### config.mk
export PLATFORM = sky130hd
export DESIGN_NAME = pipe_stage_reg
export DESIGN_NICKNAME = d
export VERILOG_FILES = /design/src/rtl/scpu_pipe_pkg.sv /design/src/rtl/pipe_skid_buf.sv /design/src/rtl/pipe_stage_reg.sv
export SDC_FILE = /design/constraint.sdc
export NUM_CORES = 1
export LEC_CHECK = 0
export CAP_MARGIN = 10
export CORE_ASPECT_RATIO = 0.7
export CORE_UTILIZATION = 35
export DETAILED_ROUTE_END_ITERATION = 6
export PLACE_DENSITY = 0.8
export RECOVER_POWER = 25
export SETUP_SLACK_MARGIN = 0.1
export SKIP_LAST_GASP = 1
export SYNTH_ARGS = -nofsm -noshare
export SYNTH_HDL_FRONTEND = slang
export SYNTH_SLANG_ARGS = --single-unit
### constraint.sdc
create_clock -name clk -period 4.2 [get_ports clk]
set_input_delay 0.42 -clock clk [delete_from_list [all_inputs] [get_ports clk]]
set_output_delay 0.42 -clock clk [all_outputs]
set_load 0.05 [all_outputs]
### src/rtl/scpu_pipe_pkg.sv
// scpu_pipe_pkg: shared constants and skid-state encoding for the SCPU inter-stage registers
package scpu_pipe_pkg;
  localparam int IDEX_CTRL_W = 12;
  localparam int IDEX_DATA_W = 137;
  localparam logic [IDEX_CTRL_W-1:0] BUBBLE_CTRL = '0;
  typedef enum logic [1:0] {EMPTY = 2'd0, ONE = 2'd1, FULL = 2'd2} skid_state_e;
endpackage

### src/rtl/pipe_skid_buf.sv
// pipe_skid_buf: two-entry skid buffer with registered in_ready for full-throughput stages
module pipe_skid_buf
  import scpu_pipe_pkg::*;
#(
  parameter int CTRL_W = IDEX_CTRL_W,
  parameter int DATA_W = IDEX_DATA_W
) (
  input  logic              clk,
  input  logic              rst,
  input  logic              in_valid,
  output logic              in_ready,
  input  logic [CTRL_W-1:0] in_ctrl,
  input  logic [DATA_W-1:0] in_data,
  input  logic              flush,
  output logic              out_valid,
  input  logic              out_ready,
  output logic [CTRL_W-1:0] out_ctrl,
  output logic [DATA_W-1:0] out_data
);
  skid_state_e       r_state;
  logic              r_in_ready;
  logic [CTRL_W-1:0] r_main_ctrl, r_skid_ctrl;
  logic [DATA_W-1:0] r_main_data, r_skid_data;
  logic              w_accept, w_emit;
  assign w_accept = in_valid & r_in_ready;
  assign w_emit   = (r_state != EMPTY) & out_ready;
  // main reg always holds the oldest beat; skid reg only fills when main is stuck
  always_ff @(posedge clk) begin
    if (!rst) begin
      r_state     <= EMPTY;
      r_in_ready  <= 1'b1;
      r_main_ctrl <= '0;
      r_skid_ctrl <= '0;
      r_main_data <= '0;
      r_skid_data <= '0;
    end else if (flush) begin
      r_state     <= EMPTY;
      r_in_ready  <= 1'b1;
      r_main_ctrl <= CTRL_W'(BUBBLE_CTRL);
      r_skid_ctrl <= CTRL_W'(BUBBLE_CTRL);
    end else begin
      case (r_state)
        EMPTY: if (w_accept) begin
          r_state     <= ONE;
          r_main_ctrl <= in_ctrl;
          r_main_data <= in_data;
        end
        ONE: if (w_accept && !w_emit) begin
          r_state     <= FULL;
          r_in_ready  <= 1'b0;
          r_skid_ctrl <= in_ctrl;
          r_skid_data <= in_data;
        end else if (w_accept) begin
          r_main_ctrl <= in_ctrl;
          r_main_data <= in_data;
        end else if (w_emit) begin
          r_state <= EMPTY;
        end
        FULL: if (w_emit) begin
          r_state     <= ONE;
          r_in_ready  <= 1'b1;
          r_main_ctrl <= r_skid_ctrl;
          r_main_data <= r_skid_data;
        end
        default: begin
          r_state    <= EMPTY;
          r_in_ready <= 1'b1;
        end
      endcase
    end
  end
  assign in_ready  = r_in_ready;
  assign out_valid = r_state != EMPTY;
  assign out_ctrl  = r_main_ctrl;
  assign out_data  = r_main_data;
endmodule

### src/rtl/pipe_stage_reg.sv
// pipe_stage_reg: valid/ready pipeline register with stall, flush, optional skid and stall counter
module pipe_stage_reg
  import scpu_pipe_pkg::*;
#(
  parameter int CTRL_W = IDEX_CTRL_W,
  parameter int DATA_W = IDEX_DATA_W,
  parameter int SKID   = 0,
  parameter int CNT_W  = 16
) (
  input  logic              clk,
  input  logic              rst,
  input  logic              in_valid,
  output logic              in_ready,
  input  logic [CTRL_W-1:0] in_ctrl,
  input  logic [DATA_W-1:0] in_data,
  input  logic              flush,
  output logic              out_valid,
  input  logic              out_ready,
  output logic [CTRL_W-1:0] out_ctrl,
  output logic [DATA_W-1:0] out_data,
  output logic [CNT_W-1:0]  stall_cnt
);
  logic              w_valid, w_in_ready;
  logic [CTRL_W-1:0] w_ctrl;
  logic [DATA_W-1:0] w_data;
  logic [CNT_W-1:0]  r_stall_cnt;
  generate
    if (SKID != 0) begin : g_skid
      pipe_skid_buf #(.CTRL_W(CTRL_W), .DATA_W(DATA_W)) u_skid (
        .clk(clk), .rst(rst),
        .in_valid(in_valid), .in_ready(w_in_ready), .in_ctrl(in_ctrl), .in_data(in_data),
        .flush(flush),
        .out_valid(w_valid), .out_ready(out_ready), .out_ctrl(w_ctrl), .out_data(w_data)
      );
    end else begin : g_single
      logic              r_valid;
      logic [CTRL_W-1:0] r_ctrl;
      logic [DATA_W-1:0] r_data;
      assign w_in_ready = !r_valid | out_ready;
      always_ff @(posedge clk) begin
        if (!rst) begin
          r_valid <= 1'b0;
          r_ctrl  <= '0;
          r_data  <= '0;
        end else if (flush) begin
          r_valid <= 1'b0;
          r_ctrl  <= CTRL_W'(BUBBLE_CTRL);
        end else if (in_valid && w_in_ready) begin
          r_valid <= 1'b1;
          r_ctrl  <= in_ctrl;
          r_data  <= in_data;
        end else if (out_ready) begin
          r_valid <= 1'b0;
        end
      end
      assign w_valid = r_valid;
      assign w_ctrl  = r_ctrl;
      assign w_data  = r_data;
    end
  endgenerate
  // saturating count of backpressured cycles; flush deliberately leaves it alone
  always_ff @(posedge clk) begin
    if (!rst) r_stall_cnt <= '0;
    else if (w_valid && !out_ready && !(&r_stall_cnt)) r_stall_cnt <= r_stall_cnt + 1'b1;
  end
  assign in_ready  = w_in_ready;
  assign out_valid = w_valid;
  assign out_ctrl  = w_valid ? w_ctrl : CTRL_W'(BUBBLE_CTRL);
  assign out_data  = w_data;
  assign stall_cnt = r_stall_cnt;
endmodule
Yosys cells after proc, flatten, opt, wreduce, memory -nomap -nowiden
Cells that the tools add are included.
W data, S select, Z words.
- output and inout port bits: 167
- input port bits: 154
- word-level logic and storage cells: 21
- register bits: 166
- add/sub/neg operators: 1
- bitwise operators: 3
- reduce and logical (&&, ||, !) cells: 10
- muxes and demuxes: 3
- operator list (kind ; count):
    $add A16 B1 Y16 const B ; 1
    $reduce_and A16 Y1 ; 1
    $mux W12 ; 1
    $logic_and A1 B1 Y1 ; 3
    $logic_not A1 Y1 ; 3
    $mux W1 ; 2
    $not A1 Y1 ; 2
    $reduce_and A2 Y1 ; 1
    $reduce_bool A2 Y1 ; 1
    $reduce_or A2 Y1 ; 1
    $or A1 B1 Y1 ; 1

Depth between registers and ports, before layout
Gate-level depths: netlist (run 1).
- word-level depth: 4
- depth in mapped cells: 7
- depth with buffers taken out: 5

Worst setup path after synthesis (run 1)
OpenSTA, ideal clock, no wires.
- kind: register to register
- from: register r_stall_cnt[0], in the netlist stall_cnt[0]
- to: register r_stall_cnt[10], in the netlist stall_cnt[10]
- data arrival time: 2.185 ns
- path buffers: 0
- clock period less this slack: 2.260 ns
- cell stages (with the launch flop): 6
- path slack: 1.940 ns
- data required time: 4.124 ns
- setup time: 0.076 ns
- cells stage by stage: dfxtp_1 -> ha_1 -> nand3b_1 -> or3_2 -> or4_1 -> a21boi_0
- longest elaborated chain between the ends: 3
- ends and longest elaborated chain (element ; RTL line ; source):
    start, declared ; pipe_stage_reg.sv:26 ; logic [CNT_W-1:0] r_stall_cnt;
    start signal, assigned ; pipe_stage_reg.sv:64 ; else if (w_valid && !out_ready && !(&r_stall_cnt)) r_stall_cnt <= r_stall_cnt + 1'b1;
    branches (longest 3 deep; another with $add A16 B1 Y16) ; -- ;
Several ways; the timed one is not identified.
A chain may end at the register's enable or synchronous reset.

Final worst setup path (run 1)
- from: register g_single.r_valid, in the netlist out_valid
- to: register g_single.r_data[80], in the netlist out_data[80]
- longest elaborated chain between the ends: 4
- ends and longest elaborated chain (element ; RTL line ; source):
    start, declared ; pipe_stage_reg.sv:36 ; logic r_valid;
    start signal, assigned ; pipe_stage_reg.sv:42 ; r_valid <= 1'b0;
    start signal, assigned ; pipe_stage_reg.sv:46 ; r_valid <= 1'b0;
    start signal, assigned ; pipe_stage_reg.sv:49 ; r_valid <= 1'b1;
    $logic_not A1 Y1 ; pipe_stage_reg.sv:39 ; assign w_in_ready = !r_valid | out_ready;
    $or A1 B1 Y1 ; pipe_stage_reg.sv:39 ;
    $logic_and A1 B1 Y1 ; pipe_stage_reg.sv:48 ; end else if (in_valid && w_in_ready) begin
    $reduce_and A2 Y1 (no line) ; -- ;
    end signal, assigned ; pipe_stage_reg.sv:51 ; r_data <= in_data;
    end, declared ; pipe_stage_reg.sv:38 ; logic [DATA_W-1:0] r_data;
Every way passes these cells.

==> metrics.md, run 1 <==
| Metric | Value |
|---|---|
| Status | `complete, but fails checks` |
| Failing checks | `max-capacitance violations, max-slew violations` |
| Yosys top cell area share | `0.522` |
| Most used DFF post-synth | `dfxtp_1` |
| Worst R2R Path Depth | `6` |
| P_leak | `3.73 nW` |
| Critical path class | `flop to flop` |
| Worst-path clk slew | `0.06 ns` |
| Total GRT Usage | `0.194` |
| CP max stage delay | `1.13 ns` |
| Max transition margin | `-0.0516` |
| Mean area per synthesized cell | `8.30 sq um` |
| Grt ovf | `0` |
| Bufs and invs on worst path | `2` |
| CTS tree | `built` |
| Layout Nets | `1213` |
| Post-Syn Nets | `922` |
| Setup crit end kind | `flop` |
| Initial DRC count | `385` |
| Synth area leaders | `dfxtp_1 52%, nand2_1 18%, a21boi_0 17%` |
| Post-route ant nets | `0` |
| Fin. max-slew vios | `170` |
| Hold Crit Class | `flop to flop` |
| Antenna violations before repair | `0` |
| DIE AREA | `18700 sq um` |
| Number of enable flip-flop cells after synthesis | `0` |
| Gate power share | `0.170` |
| Seq/Total Area, Yosys | `0.522` |
| Chip Height | `115 um` |
| Largest fanout on the critical path | `76` |
| Num CTS Buffers | `17` |
| Worst Max-Slew Pin Slew | `roughly 1.6 ns` |
| Largest net degree at the start of global routing | `138` |
| First-pass GRT wire length | `29000 um` |
| Num rows | `40` |
| TritonCTS sink count | `around 170` |
| RSZ-0062 raised after global routing | `false` |
| Delay-heaviest family, CP | `buffers and inverters` |
| Maximum vdd drop | `slightly above 200 uV` |
| Most frequent cells in the layout | `311 x nand2_1, 278 x clkdlybuf4s50_1, 166 x dfxtp_1` |
| Worst endpoint required time | `4.53 ns` |
| P_int | `~2.8 mW` |
| Hold path endpoint | `g_single.r_ctrl[1]` |
| Dpl cell area | `~9700 sq um` |
| Number of synthesis warnings | `0` |
| WP data arrival | `3.14 ns` |
| Via count | `6075` |
| CP Cell Sequence | `nor2b_1, inv_1, nand3_4, clkbuf_2, nand2_1, a21boi_0` |
| Worst-case clock skew | `0.0122 ns` |
| #FFs+latches synth | `between 150 and 200` |
| CTS Buffer Depth | `2` |
| Num ports | `321` |
| Number of max-cap violations | `2` |
| Core ar. | `17500 sq um` |
| Gates resized, CTS repair | `0` |
| Fin. Hold Viols | `0` |
| Clock latency at the later pin of the worst-skew pair | `0.41 ns` |
| Seq pwr share | `0.433` |
| Syn Inst Count | `767` |
| Reg2reg start | `out_valid` |
| Crit path time final | `2.81 ns` |
| Root buffer cell | `clkbuf_16` |
| Commonest non-fill, non-tap cell in the layout | `nand2_1` |
| Final Setup Violations | `0` |
| Vias in the first global route | `around 5700` |
| Hold Startpoint | `g_single.r_ctrl[1]` |
| Max Freq | `356 MHz` |
| Port buffer count | `320` |
| Final GP Congestion | `0.821` |
| Synth area leader | `dfxtp_1` |
| Routed Wire Length | `18600 um` |
| Drt pass-1 iters | `4` |
| Worst R2R End | `out_data[80]` |
| Asr flop ratio synth | `0` |
| Residual DRC count | `0` |
| Die width | `163 um` |
| CP startpoint kind | `flop` |
| Initial core utilization | `0.364` |
| Hold path cells | `2` |
| Setup bufs post-CTS | `0` |
| Routed vias/inst | `4.67` |
| R2R Setup Slk | `1.39 ns` |
| Max stage delay cell, worst path | `clkbuf_2` |
| Detailed placer's ending HPWL | `12900 um` |
| Sw frac | `0.275` |
| Clock power frac | `0.398` |
| # hold bufs at CTS | `0` |
| Antenna Cells | `0` |
| H-tree depth | `4` |
| Share of cells above drive strength 1 | `0.0393` |
| Netlist Area Pre-Place | `6370 sq um` |
| Area grow syn2layout | `61.5%` |
| Final period util | `0.669` |
| Setup TNS Final | `0 ns` |
| Design Area, Final | `10300 sq um` |
| WL per Instance | `14.3 um` |
| Yosys cell types | `34` |
| Power density over the cells | `376 nW/um^2` |
| Sw Pwr | `~1.1 mW` |
[synthesized netlist by cell type (4+ instances only)]
master and count:
nand2_1 311, a21boi_0 142, and2_1 12, inv_1 5, clkbuf_1 50, dfxtp_1 166, nand4_1 4, o21ai_0 4
nand2b_1 4, o31ai_1 5, a21oi_1 15, nor2_1 8, or4_1 6
[worst register-to-register path, stage by stage, from the launching register on]
cell and delay (ns):
dfxtp_1 0.59, nor2b_1 0.29, inv_1 0.16, nand3_4 0.12
clkbuf_2 1.13, nand2_1 0.21, a21boi_0 0.23
[registers in the layout, indices dropped and copies added, names as in the netlist]
register / count
g_single.r_ctrl: 12
out_data: 137
out_valid: 1
stall_cnt: 16
[through the flow]
stage	utilization	power (mW)	setup WS (ns)	hold slack (ns)	std cells
after detailed placement	0.557	2.37	1.75	0.444	1270
after global placement	0.557	2.36	1.77	0.438	1270
after CTS	0.590	3.91	1.58	0.452	1301
after global routing	0.589	4.03	1.09	0.473	1301
final	0.589	3.86	1.39	0.454	1301
after floorplan	-	2.06	1.94	0.432	767
[final cells by class]
| cell class | count | area, sq um |
|---|---|---|
| Fill cell | 1522 | 7180 |
| Sequential cell | 166 | 3320 |
| Timing Repair Buffer | 324 | 3240 |
| Multi-Input combinational cell | 543 | 2840 |
| Clock buffer | 19 | 433 |
| Tap cell | 231 | 289 |
| Clock inverter | 12 | 145 |
| Inverter | 6 | 22.5 |
[routing by layer]
metal  GRT usage  vias up  part of all wire  wire [um]
met4      0.0573        0             0.014        270
met2       0.315      203              0.46       8590
li1            -     3098                 -          -
met5           0        -                 0          0
met1       0.242     2750              0.44       8190
met3      0.0693       24             0.085       1590
[power by group through the flow]
stage	combinational, mW	sequential, mW	clock, mW
after floorplan	0.142	1.92	0
after global placement	0.660	1.70	0
after detailed placement	0.663	1.71	0
after CTS	0.666	1.67	1.57
after global routing	0.693	1.68	1.66
final	0.656	1.67	1.54
[kinds of logic (layout without fill, tap and decap cells)]
group                      after synthesis  after routing  share of synthesized area
adders and majority gates                1              1                    0.00197
buffers and inverters                   58            361                     0.0344
DFF                                    166            166                      0.522
muxes                                    3              3                    0.00472
AOI/OAI and AO/OA                      176            176                      0.202
and+or+nand+nor                        363            363                      0.235
[worst max path at each step]
stage | startpoint | end | slack [ns] | cells after the start
floorplan | stall_cnt[0] | stall_cnt[10] | 1.94 | 5
global placement | out_ready | in_ready | 1.77 | 4
detailed placement | out_ready | in_ready | 1.75 | 4
CTS | out_valid | in_ready | 1.58 | 3
global route | out_valid | out_data[68] | 1.09 | 6
finish | out_valid | out_data[80] | 1.39 | 6
(Power assumes the default switching activity.)
==> run 2: changes to the inputs <==
- PLACE_DENSITY: 0.8 -> 0.82
- clock period: 4.2 -> 2.3 ns (I/O delays scaled with it)
==> run 2 against run 1 <==
  * The run now ends clean
  * Wire length is 0.85% higher
  * Setup slack worse by 1.2 ns
  * Sequential cell count stayed put
  * Clock skew is 0.0027 ns higher
  * Critical endpoint is now out_ctrl[6]
==> metrics.md, run 2 (same netlist as run 1, synthesis figures left out) <==
| Metric | Value |
|---|---|
| Status | `finished, final reports clean` |
| Grt ovf | `0 (unchanged)` |
| Chip Height | `115 um (unchanged)` |
| Num ports | `321 (unchanged)` |
| Die width | `163 um (unchanged)` |
| Routed vias/inst | `4.69 (+0.38%)` |
| Residual DRC count | `0 (unchanged)` |
| RSZ-0062 raised after global routing | `false` |
| Final Setup Violations | `0 (unchanged)` |
| Design Area, Final | `10400 sq um (+1.0%)` |
| Largest register FFs | `137 (unchanged)` |
| CTS tree | `built` |
| Fin. max-slew vios | `0 (-100%)` |
| Port buffer count | `320 (unchanged)` |
| Post-layout util | `0.595 (+0.00602)` |
| Max Freq | `475 MHz` |
| Number of max-cap violations | `0 (-2)` |
| Root buffer cell | `clkbuf_16` |
| Largest net degree at the start of global routing | `91 (-34%)` |
| Fillers | `1488 (-2.2%)` |
| Largest fanout on the critical path | `16 (-79%)` |
| Num CTS Buffers | `17 (unchanged)` |
| CTS Buffer Depth | `2 (unchanged)` |
| Drt pass-1 iters | `5 (+1)` |
| Detailed placer's ending HPWL | `13200 um (+2.3%)` |
| Setup TNS Final | `0 ns (unchanged)` |
| Vias in the first global route | `5934 (+4.6%)` |
| Worst endpoint required time | `2.07 ns (-2.46 ns)` |
| Commonest non-fill, non-tap cell in the layout | `nand2_1` |
| Final GP Congestion | `0.810 (-1.3%)` |
| P_leak | `3.81 nW (+2.1%)` |
| Hold Crit Class | `primary input to flop` |
| Gates resized, CTS repair | `0 (unchanged)` |
| Setup bufs post-CTS | `0 (unchanged)` |
| WP data arrival | `1.88 ns (-1.26 ns)` |
| First-pass GRT wire length | `29400 um (+1.2%)` |
| Max transition margin | `0.581 (+0.633)` |
| Share of cells above drive strength 1 | `0.0519 (+0.0126)` |
| Total GRT Usage | `0.199 (+0.00487)` |
| Crit path time final | `2.11 ns` |
| Worst-path clk slew | `0.07 ns (about the same)` |
| H-tree depth | `4 (unchanged)` |
| Most frequent cells in the layout | `311 x nand2_1, 272 x clkdlybuf4s50_1, 161 x dfxtp_1` |
| Maximum vdd drop | `431 uV (+110%)` |
| Power density over the cells | `681 nW/um^2 (+81%)` |
| Num rows | `40 (unchanged)` |
| Critical path class | `flop to output port` |
| Fin. Hold Viols | `0 (unchanged)` |
| Worst-case clock skew | `0.0149 ns (+0.00269 ns)` |
| CP startpoint kind | `flop` |
| Initial core utilization | `0.364 (unchanged)` |
| Initial DRC count | `346 (-10%)` |
| Area grow syn2layout | `63.2%` |
| Register area | `3330 sq um (+0.19%)` |
| Post-route ant nets | `0 (unchanged)` |
| Antenna violations before repair | `0 (unchanged)` |
| # hold bufs at CTS | `0 (unchanged)` |
| Layout Nets | `1221 (+0.66%)` |
| Clock latency at the later pin of the worst-skew pair | `0.43 ns (+0.02 ns)` |
| Setup crit end kind | `output port` |
| Worst Max-Slew Pin Slew | `0.628 ns (-0.949 ns)` |
| TritonCTS sink count | `166 (unchanged)` |
| WL per Instance | `14.3 um (+0.16%)` |
| Via count | `6140 (+1.1%)` |
| DIE AREA | `18700 sq um (unchanged)` |
| Dpl cell area | `9830 sq um (+1.0%)` |
| Area of the multi-input gates | `2840 sq um (+0.22%)` |
| Antenna Cells | `0 (unchanged)` |
| Core ar. | `17500 sq um (unchanged)` |
| Routed Wire Length | `18800 um (+0.85%)` |
| Final period util | `0.915` |
run 2: changes by cell type in the layout (fill, tap and decap cells not counted), moves of 3 or more:
cell | previous run | this run
dfxtp_2 | 0 | 5
buf_4 | 1 | 7
clkbuf_2 | 3 | 0
clkdlybuf4s50_1 | 278 | 272
buf_12 | 1 | 4
dfxtp_1 | 166 | 161
dlygate4sd3_1 | 41 | 46
run 2: final timing paths:
kind | from | endpoint | slack, ns | depth (start not counted)
setup / recovery | out_valid | out_ctrl[6] | 0.19 | 2
hold / removal | rst | stall_cnt[9] | 0.33 | 3
setup reg to reg | stall_cnt[8] | stall_cnt[13] | 0.28 | 4
hold reg to reg | g_single.r_ctrl[9] | g_single.r_ctrl[9] | 0.45 | 2
run 2: where the power goes:
group	internal [mW]	switching, mW
Sequential	2.99	0.0576
Clock	1.55	1.26
Combinational	0.509	0.694
run 2: area by class of cell:
type / count / share of cell area
well taps: 231 / 0.0278
flip-flops and latches: 166 / 0.320
clock inverters: 13 / 0.0131
repair buffers: 332 / 0.320
clock buffers: 19 / 0.0426
multi-input cells: 543 / 0.274
inverters: 6 / 0.00217
run 2: worst max-delay path, stage by stage, from the launching register on:
cell	delay, ns
dfxtp_2	0.47
and2_1	0.19
clkdlybuf4s50_1	0.80
run 2: metrics by stage:
| step | cells | total power, mW | hold WS [ns] | setup slack, ns |
|---|---|---|---|---|
| after floorplan | 767 | 3.76 | 0.366 | 0.136 |
| after global placement | 1278 | 4.32 | 0.439 | 0.226 |
| after detailed placement | 1278 | 4.34 | 0.444 | 0.191 |
| after CTS | 1310 | 7.16 | 0.338 | 0.162 |
| after global routing | 1310 | 7.37 | 0.336 | 0.0795 |
| final | 1310 | 7.07 | 0.329 | 0.195 |
run 2: routing by layer:
layer	up-vias	share of wire	GRT usage
li1	3107	-	-
met1	2788	0.43	0.240
met2	209	0.46	0.319
met3	36	0.089	0.0794
met4	0	0.022	0.0785
met5	-	0	0
